**src/rtl/multicycle_ctrl_pkg.sv**
```systemverilog
// -----------------------------------------------------------------------------
// multicycle_ctrl_pkg
//   Shared definitions for the multi-cycle sequencing controller: state
//   encoding, RISC-V opcode constants, ALU operation codes, ALU operand
//   select encodings and the bundle of datapath control signals that the
//   output decoder hands to the top level.
// -----------------------------------------------------------------------------
package multicycle_ctrl_pkg;

  // Controller states; the encoding is visible on the debug state output.
  typedef enum logic [2:0] {
    S_FETCH  = 3'd0,
    S_DECODE = 3'd1,
    S_EXEC   = 3'd2,
    S_MEM    = 3'd3,
    S_WB     = 3'd4
  } state_e;

  // Supported opcodes (instruction bits [6:0]).
  localparam logic [6:0] OP_R   = 7'b0110011;
  localparam logic [6:0] OP_I   = 7'b0010011;
  localparam logic [6:0] OP_BEQ = 7'b1100011;
  localparam logic [6:0] OP_JAL = 7'b1101111;
  localparam logic [6:0] OP_LW  = 7'b0000011;
  localparam logic [6:0] OP_SW  = 7'b0100011;

  // ALU operation requested from the ALU control.
  typedef enum logic [1:0] {
    ALU_ADD   = 2'b00,
    ALU_SUB   = 2'b01,
    ALU_RTYPE = 2'b10
  } alu_op_e;

  // ALU operand A select.
  typedef enum logic [1:0] {
    SRC_A_PC     = 2'd0,
    SRC_A_RS1    = 2'd1,
    SRC_A_OLD_PC = 2'd2
  } src_a_e;

  // ALU operand B select.
  typedef enum logic [1:0] {
    SRC_B_RS2  = 2'd0,
    SRC_B_FOUR = 2'd1,
    SRC_B_IMM  = 2'd2
  } src_b_e;

  // Every datapath control produced in one cycle.
  typedef struct packed {
    logic    mem_req;
    logic    i_or_d;
    logic    mem_read;
    logic    mem_write;
    logic    ir_write;
    logic    pc_write;
    logic    old_pc_write;
    logic    pc_write_cond;
    logic    pc_src;
    src_a_e  alu_src_a;
    src_b_e  alu_src_b;
    alu_op_e alu_op;
    logic    mem_2_reg;
    logic    reg_write;
    logic    jump;
    logic    illegal_instr;
  } ctrl_t;

  function automatic logic is_known_op(input logic [6:0] op);
    return (op == OP_R)  || (op == OP_I)  || (op == OP_BEQ) ||
           (op == OP_JAL) || (op == OP_LW) || (op == OP_SW);
  endfunction

endpackage

```
**src/rtl/mctrl_out_decode.sv**
```systemverilog
// -----------------------------------------------------------------------------
// mctrl_out_decode
//   Purely combinational control decode: current state + opcode + memory
//   acknowledge -> datapath control bundle. Every control is zero unless the
//   current state asserts it.
// Ports:
//   state_i   in   current controller state
//   opcode_i  in   instruction-register bits [6:0]
//   enable_i  in   fetch permission (only meaningful in FETCH)
//   mem_ack_i in   memory completion for the current request
//   ctrl_o    out  datapath control bundle
// -----------------------------------------------------------------------------
module mctrl_out_decode
  import multicycle_ctrl_pkg::*;
(
  input  state_e     state_i,
  input  logic [6:0] opcode_i,
  input  logic       enable_i,
  input  logic       mem_ack_i,
  output ctrl_t      ctrl_o
);

  always_comb begin
    // NOTE: assigning the whole bundle first keeps every path fully
    // specified, so no latch can be inferred for any field.
    ctrl_o = '0;
    unique case (state_i)
      S_FETCH: begin
        if (enable_i) begin
          ctrl_o.mem_req   = 1'b1;
          ctrl_o.mem_read  = 1'b1;
          ctrl_o.i_or_d    = 1'b0;
          ctrl_o.alu_src_a = SRC_A_PC;
          ctrl_o.alu_src_b = SRC_B_FOUR;
          ctrl_o.alu_op    = ALU_ADD;
          // Mealy: the instruction and PC+4 are captured in the ack cycle.
          ctrl_o.ir_write     = mem_ack_i;
          ctrl_o.pc_write     = mem_ack_i;
          ctrl_o.old_pc_write = mem_ack_i;
        end
      end
      S_DECODE: begin
        // old_pc + imm lands in alu_out as the branch/jump target.
        ctrl_o.alu_src_a     = SRC_A_OLD_PC;
        ctrl_o.alu_src_b     = SRC_B_IMM;
        ctrl_o.alu_op        = ALU_ADD;
        ctrl_o.illegal_instr = ~is_known_op(opcode_i);
      end
      S_EXEC: begin
        unique case (opcode_i)
          OP_R: begin
            ctrl_o.alu_src_a = SRC_A_RS1;
            ctrl_o.alu_src_b = SRC_B_RS2;
            ctrl_o.alu_op    = ALU_RTYPE;
          end
          OP_I, OP_LW, OP_SW: begin
            ctrl_o.alu_src_a = SRC_A_RS1;
            ctrl_o.alu_src_b = SRC_B_IMM;
            ctrl_o.alu_op    = ALU_ADD;
          end
          OP_BEQ: begin
            // The datapath gates pc_write_cond with the ALU zero flag.
            ctrl_o.alu_src_a     = SRC_A_RS1;
            ctrl_o.alu_src_b     = SRC_B_RS2;
            ctrl_o.alu_op        = ALU_SUB;
            ctrl_o.pc_write_cond = 1'b1;
            ctrl_o.pc_src        = 1'b1;
          end
          OP_JAL: begin
            ctrl_o.pc_write = 1'b1;
            ctrl_o.pc_src   = 1'b1;
            ctrl_o.jump     = 1'b1;
          end
          default: ;
        endcase
      end
      S_MEM: begin
        ctrl_o.mem_req   = 1'b1;
        ctrl_o.i_or_d    = 1'b1;
        ctrl_o.mem_read  = (opcode_i == OP_LW);
        ctrl_o.mem_write = (opcode_i == OP_SW);
      end
      S_WB: begin
        ctrl_o.reg_write = 1'b1;
        ctrl_o.mem_2_reg = (opcode_i == OP_LW);
        ctrl_o.jump      = (opcode_i == OP_JAL);
      end
      default: ;
    endcase
  end

endmodule

```
**src/rtl/multicycle_ctrl.sv**
```systemverilog
// -----------------------------------------------------------------------------
// multicycle_ctrl
//   Multi-cycle sequencing controller for a RISC-V core. Steps one shared ALU
//   and one shared memory port through FETCH, DECODE, EXEC, MEM and WB.
//   Holds the state register, next-state logic and the optional retired
//   instruction counter; control decode lives in mctrl_out_decode.
// Configuration:
//   MCTRL_PERF_CNT_EN  when defined, adds the retired_cnt output and counter.
// Parameters:
//   CNT_W          width of the retired-instruction counter
// Ports:
//   clk, arst_n    clock (rising edge), asynchronous active-low reset
//   enable         permits a new fetch (sampled in FETCH only)
//   opcode         instruction-register bits [6:0]
//   zero           ALU zero flag (consumed by the datapath branch gate)
//   mem_ack        memory completion for the current request
//   mem_req, i_or_d, mem_read, mem_write            memory port controls
//   ir_write, pc_write, old_pc_write, pc_write_cond register enables
//   pc_src, alu_src_a, alu_src_b, alu_op            datapath selects
//   mem_2_reg, reg_write, jump                      write-back controls
//   illegal_instr  one-cycle pulse on an unknown opcode in DECODE
//   state          current state, for debug
//   retired_cnt    retired instruction count (MCTRL_PERF_CNT_EN only)
// -----------------------------------------------------------------------------
module multicycle_ctrl
  import multicycle_ctrl_pkg::*;
#(
  parameter int unsigned CNT_W = 32
) (
  input  logic             clk,
  input  logic             arst_n,
  input  logic             enable,
  input  logic [6:0]       opcode,
  input  logic             zero,
  input  logic             mem_ack,
  output logic             mem_req,
  output logic             i_or_d,
  output logic             mem_read,
  output logic             mem_write,
  output logic             ir_write,
  output logic             pc_write,
  output logic             old_pc_write,
  output logic             pc_write_cond,
  output logic             pc_src,
  output logic [1:0]       alu_src_a,
  output logic [1:0]       alu_src_b,
  output logic [1:0]       alu_op,
  output logic             mem_2_reg,
  output logic             reg_write,
  output logic             jump,
  output logic             illegal_instr,
  output logic [2:0]       state
`ifdef MCTRL_PERF_CNT_EN
  ,
  output logic [CNT_W-1:0] retired_cnt
`endif
);

  state_e state_q, state_d;
  logic   retire;
  ctrl_t  ctrl_raw, ctrl;

  // Branch resolution (pc_write_cond & zero) happens in the datapath.
  logic unused_zero;
  assign unused_zero = zero;

  // ---------------------------------------------------------------------------
  // State register
  // ---------------------------------------------------------------------------
  always_ff @(posedge clk or negedge arst_n) begin
    if (!arst_n) begin
      state_q <= S_FETCH;
    end else begin
      // NOTE: non-blocking so every register samples pre-edge values.
      state_q <= state_d;
    end
  end

  // ---------------------------------------------------------------------------
  // Next-state and retire
  // ---------------------------------------------------------------------------
  always_comb begin
    state_d = state_q;
    retire  = 1'b0;
    unique case (state_q)
      S_FETCH: begin
        if (enable && mem_ack) state_d = S_DECODE;
      end
      S_DECODE: begin
        state_d = is_known_op(opcode) ? S_EXEC : S_FETCH;
      end
      S_EXEC: begin
        unique case (opcode)
          OP_R, OP_I, OP_JAL: state_d = S_WB;
          OP_LW, OP_SW:       state_d = S_MEM;
          OP_BEQ: begin
            state_d = S_FETCH;
            retire  = 1'b1;
          end
          default:            state_d = S_FETCH;
        endcase
      end
      S_MEM: begin
        if (mem_ack) begin
          if (opcode == OP_LW) begin
            state_d = S_WB;
          end else begin
            state_d = S_FETCH;
            retire  = (opcode == OP_SW);
          end
        end
      end
      S_WB: begin
        state_d = S_FETCH;
        retire  = 1'b1;
      end
      default: state_d = S_FETCH;
    endcase
  end

  // ---------------------------------------------------------------------------
  // Output decode
  // ---------------------------------------------------------------------------
  mctrl_out_decode u_out_decode (
    .state_i   (state_q),
    .opcode_i  (opcode),
    .enable_i  (enable),
    .mem_ack_i (mem_ack),
    .ctrl_o    (ctrl_raw)
  );

  // Reset forces all controls low at once, so a request in flight is dropped
  // immediately and no partial write can be issued while reset is held.
  assign ctrl = arst_n ? ctrl_raw : '0;

  assign mem_req       = ctrl.mem_req;
  assign i_or_d        = ctrl.i_or_d;
  assign mem_read      = ctrl.mem_read;
  assign mem_write     = ctrl.mem_write;
  assign ir_write      = ctrl.ir_write;
  assign pc_write      = ctrl.pc_write;
  assign old_pc_write  = ctrl.old_pc_write;
  assign pc_write_cond = ctrl.pc_write_cond;
  assign pc_src        = ctrl.pc_src;
  assign alu_src_a     = ctrl.alu_src_a;
  assign alu_src_b     = ctrl.alu_src_b;
  assign alu_op        = ctrl.alu_op;
  assign mem_2_reg     = ctrl.mem_2_reg;
  assign reg_write     = ctrl.reg_write;
  assign jump          = ctrl.jump;
  assign illegal_instr = ctrl.illegal_instr;
  assign state         = state_q;

  // ---------------------------------------------------------------------------
  // Retired-instruction counter (wraps naturally at 2^CNT_W)
  // ---------------------------------------------------------------------------
`ifdef MCTRL_PERF_CNT_EN
  logic [CNT_W-1:0] cnt_q, cnt_d;

  assign cnt_d = retire ? cnt_q + CNT_W'(1) : cnt_q;

  always_ff @(posedge clk or negedge arst_n) begin
    if (!arst_n) begin
      cnt_q <= '0;
    end else begin
      cnt_q <= cnt_d;
    end
  end

  assign retired_cnt = cnt_q;
`else
  // Without the counter, retire and CNT_W have no consumer.
  logic [CNT_W:0] unused_perf;
  assign unused_perf = {retire, {CNT_W{1'b0}}};
`endif

endmodule

```
**config.mk**
```make
export PLATFORM = sky130hd
export DESIGN_NAME = multicycle_ctrl
export DESIGN_NICKNAME = d
export VERILOG_FILES = /design/src/rtl/multicycle_ctrl_pkg.sv /design/src/rtl/mctrl_out_decode.sv /design/src/rtl/multicycle_ctrl.sv
export SDC_FILE = /design/constraint.sdc
export NUM_CORES = 1
export LEC_CHECK = 0
export ABC_AREA = 1
export BUFFER_PORTS_ARGS = -buffer_cell sky130_fd_sc_hd__clkbuf_2
export CORE_AREA = 2 2 39 41
export DETAILED_ROUTE_END_ITERATION = 6
export DIE_AREA = 0 0 41 43
export GPL_ROUTABILITY_DRIVEN = 0
export PLACE_DENSITY = 0.78
export SYNTH_ARGS = -nofsm -noshare
export SYNTH_HDL_FRONTEND = slang
export SYNTH_SLANG_ARGS = --single-unit
export TNS_END_PERCENT = 30
```
**constraint.sdc**
```tcl
create_clock -name clk -period 1.7 [get_ports clk]
set_clock_uncertainty 0.15 [all_clocks]
set_input_delay 0.255 -clock clk [delete_from_list [all_inputs] [get_ports clk]]
set_output_delay 0.255 -clock clk [all_outputs]
set_load 0.03 [all_outputs]
```
==> impl_results.html <==
<table>
<tr><th>Metric</th><th>Value</th></tr>
<tr><th colspan="2">CTS</th></tr>
<tr><td>Maximum buffer depth of the clock tree</td><td>2</td></tr>
<tr><td>Number of buffers created by CTS</td><td>3</td></tr>
<tr><td>Clock transition at the registers of the reported paths</td><td>40 ps</td></tr>
<tr><td>Clock tree from TritonCTS</td><td>built</td></tr>
<tr><td>CTS Sinks</td><td>3</td></tr>
<tr><td>Deepest level of the CTS H-tree</td><td>1</td></tr>
<tr><td>CTS root buffer</td><td>clkbuf_4</td></tr>
<tr><td>Latest clock arrival within the worst-skew pair</td><td>230 ps</td></tr>
<tr><th colspan="2">Floorplan</th></tr>
<tr><td>IO Pins</td><td>34</td></tr>
<tr><td>Area of the core</td><td>1384 µm²</td></tr>
<tr><td>Initial core utilization</td><td>35.26%</td></tr>
<tr><td>Die Span X</td><td>41 µm</td></tr>
<tr><td>Chip Height</td><td>43 µm</td></tr>
<tr><td>Die Footprint</td><td>1763 µm²</td></tr>
<tr><td>Placement Rows</td><td>14</td></tr>
<tr><th colspan="2">Placement</th></tr>
<tr><td>Placed wire-length estimate</td><td>1135 µm</td></tr>
<tr><td>Cell area after placement</td><td>768.2 µm²</td></tr>
<tr><td>Total of buffers placed on input and output ports</td><td>32</td></tr>
<tr><td>Dpl cells</td><td>147</td></tr>
<tr><th colspan="2">Detailed routing</th></tr>
<tr><td>Residual DRC</td><td>0</td></tr>
<tr><td>Overall via count from detail_route</td><td>707</td></tr>
<tr><td>Wirelength per Cell</td><td>9.858 µm</td></tr>
<tr><td>Detailed-routing iteration count for the pre-antenna-repair pass</td><td>4</td></tr>
<tr><td>Number of DRC markers in iteration 0</td><td>15</td></tr>
<tr><td>Avg Vias per Cell</td><td>4.561</td></tr>
<tr><td>Residual antenna-violating net count after detailed routing</td><td>0</td></tr>
<tr><td>Wirelength, routed</td><td>1528 µm</td></tr>
<tr><th colspan="2">Layout</th></tr>
<tr><td>Cell Count, Final, Fillers Out</td><td>155</td></tr>
<tr><td>Design Area, Final</td><td>967.2 µm²</td></tr>
<tr><td>Flip-flop count of the largest register, all copies and words added</td><td>3</td></tr>
<tr><td>Filler cells</td><td>118</td></tr>
<tr><td>Antenna Cells</td><td>0</td></tr>
<tr><td>Total number of nets in the final design</td><td>152</td></tr>
<tr><td>Commonest cells after routing, fill and taps aside</td><td>nand2_1 (18), clkbuf_2 (14), inv_1 (13), nor2_1 (13)</td></tr>
<tr><td>Leading cell type in the layout, fill and taps excluded</td><td>nand2_1</td></tr>
<tr><td>Area growth from synthesis to layout</td><td>98.21%</td></tr>
<tr><td>Share of post-route cells with drive strength above 1</td><td>58.27%</td></tr>
<tr><th colspan="2">Timing</th></tr>
<tr><td>Slew headroom</td><td>78.45%</td></tr>
<tr><td>Maximum achievable frequency</td><td>0.5478 GHz</td></tr>
<tr><td>Post-route worst setup slack</td><td>-125.5 ps</td></tr>
<tr><td>Number of endpoints failing setup at the final stage</td><td>14</td></tr>
<tr><td>Setup repair after global routing missed its margin</td><td>yes</td></tr>
<tr><td>Count of pins over their slew limit</td><td>0</td></tr>
<tr><td>Actual transition at the worst max-transition pin</td><td>322.9 ps</td></tr>
<tr><td>Setup tns final</td><td>-875.3 ps</td></tr>
<tr><td>Final worst path period share</td><td>107.4%</td></tr>
<tr><td>Final hold violation count</td><td>0</td></tr>
<tr><td>Minimum clock period</td><td>1826 ps</td></tr>
<tr><th colspan="2">Worst setup path</th></tr>
<tr><td>Endpoint kind of the worst setup timing path</td><td>primary output</td></tr>
<tr><td>Number of buffer and inverter instances along the worst setup path</td><td>3</td></tr>
<tr><td>Worst EP arrival</td><td>1420 ps</td></tr>
<tr><td>Crit Path Max Fanout</td><td>5</td></tr>
<tr><td>Maximum cell stage delay along the critical path</td><td>440 ps</td></tr>
<tr><td>R2R Setup Slk</td><td>410 ps</td></tr>
<tr><td>Crit path max-delay family</td><td>flip-flops</td></tr>
<tr><td>WP data required</td><td>1290 ps</td></tr>
<tr><td>Type of the worst setup path</td><td>reg -&gt; out</td></tr>
<tr><td>Depth of the most critical reg-to-reg path</td><td>5</td></tr>
<tr><td>Reg-to-reg startpoint</td><td>state[0]</td></tr>
<tr><td>Setup crit start kind</td><td>register</td></tr>
<tr><td>Slowest CP cell</td><td>dfrtp_2</td></tr>
<tr><td>List of cells traversed by the critical path</td><td>buf_4 -&gt; nand3_4 -&gt; nor2_4 -&gt; inv_4 -&gt; nor3_4 -&gt; clkbuf_8</td></tr>
<tr><td>Destination of the worst register-to-register timing path</td><td>state[0]</td></tr>
<tr><th colspan="2">Logic synthesis</th></tr>
<tr><td>Post-Syn Instances</td><td>95</td></tr>
<tr><td>Mean post-synth cell area</td><td>5.137 µm²</td></tr>
<tr><td>Flip-flop and latch count after synthesis</td><td>3</td></tr>
<tr><td>Ys Warns</td><td>0</td></tr>
<tr><td>Cell area after technology mapping</td><td>488.0 µm²</td></tr>
<tr><td>Sequential area share after synthesis</td><td>15.38%</td></tr>
<tr><td>Number of library cell types mapped by synthesis</td><td>16</td></tr>
<tr><td>Post-Syn Nets</td><td>107</td></tr>
<tr><th colspan="2">Hold path</th></tr>
<tr><td>Hold-critical path depth</td><td>5</td></tr>
<tr><td>Worst min-delay path endpoint</td><td>state[2]</td></tr>
<tr><td>Path category of the worst min-delay check</td><td>in -&gt; reg</td></tr>
<tr><td>Hold path start</td><td>enable</td></tr>
<tr><th colspan="2">Global route</th></tr>
<tr><td>Number of antenna violations at the first check in global routing</td><td>0</td></tr>
<tr><td>Largest net degree at the start of global routing</td><td>7</td></tr>
<tr><td>Total global-route track usage</td><td>18.69%</td></tr>
<tr><td>Global-route congestion overflow total</td><td>0</td></tr>
<tr><td>Vias in the first global route</td><td>621</td></tr>
<tr><td>Global-route wire length before repair</td><td>2339 µm</td></tr>
<tr><th colspan="2">Power and ir drop</th></tr>
<tr><td>Max rail drop VDD</td><td>0.0007334 V</td></tr>
<tr><td>Lkg Pwr</td><td>0.5037 nW</td></tr>
<tr><td>Power Density</td><td>746.4 nW/µm²</td></tr>
<tr><th colspan="2">Job</th></tr>
<tr><td>Count of maximum capacitance violations</td><td>0</td></tr>
<tr><th colspan="2">Run status</th></tr>
<tr><td>Violations in the final reports</td><td>negative setup slack</td></tr>
<tr><td>Status</td><td>complete, but fails checks</td></tr>
</table>
worst register-to-register path: stages, from the launching register on:
cell	delay [ps]
dfrtp_2	440
buf_4	160
nand3_4	90
nor2_1	150
nor2_1	70
a21boi_1	150
layout make-up:
cell class                      instances  area (µm²)  share of cell area [%]
Sequential cell                         3       78.83                   8.150
Multi-Input combinational cell         69       435.4                   45.02
Timing Repair Buffer                   41       321.6                   33.25
Tap cell                               16       20.02                   2.070
Clock buffer                            4       26.28                   2.717
Inverter                               22       85.08                   8.797
stage by stage:
step                      util [%]  setup slack, ps  hold WS, ps  power [mW]
after floorplan                  -           -42.27       -190.6      0.3624
after detailed placement     55.52           -11.54       -67.26      0.4517
after global routing         69.89           -176.5        250.4      0.7724
after global placement       55.52            26.46       -67.36      0.4451
final                        69.89           -125.5        233.5      0.7219
after CTS                    65.73           -169.7        214.1      0.6592
cell families after synthesis:
group | Yosys count | share of synthesized area, %
flip-flops | 3 | 15.38
AO/OA/AOI/OAI | 9 | 10.26
buffers and inverters | 23 | 18.46
AND/OR/NAND/NOR | 60 | 55.90
worst max-delay path by stage:
stage,start,end,slack (ps),cells past startpoint
after floorplan,state[2],mem_write,-40,5
after global placement,state[0],mem_read,30,8
after detailed placement,state[0],mem_read,-10,8
after CTS,state[1],mem_read,-170,8
after global routing,state[1],mem_read,-180,8
final,state[0],mem_write,-130,6
Yosys cell counts:
cell type	instances	area [µm²]
nand2_1	21	78.83
inv_1	19	71.32
nor2_1	18	67.56
nand3_1	9	45.04
a21oi_1	5	25.02
nand2_2	4	25.02
nor2_2	4	25.02
dfrtp_1	3	75.07
inv_2	3	11.26
nor3_1	2	10.01
o21ai_1	2	10.01
a211oi_1	1	7.510
a21boi_1	1	7.510
buf_4	1	7.510
nor2_4	1	11.26
nor3_2	1	10.01
per-layer routing:
layer  GRT usage, %  vias up  wire (µm)
li1               -      377          -
met1          22.58      311        624
met2          31.87       19        833
met3          1.571        0         70
met4          7.333        0          0
met5              0        -          0
where the power goes:
part           total, mW  internal (mW)  switching, mW
registers          0.117         0.0863         0.0305
clock network      0.122         0.0878         0.0344
logic              0.483          0.194          0.289
total              0.722          0.368          0.354
timing repair:
action | in CTS | in global routing
hold buffers | 1 | 0
buffers inserted | 2 | 1
pin swaps | 5 | 2
endpoints found under the hold margin | 3 | 0
endpoints found under the setup margin | 17 | 18
gates resized for setup | 25 | 28
No activity file was read; power rests on OpenSTA's default activity.
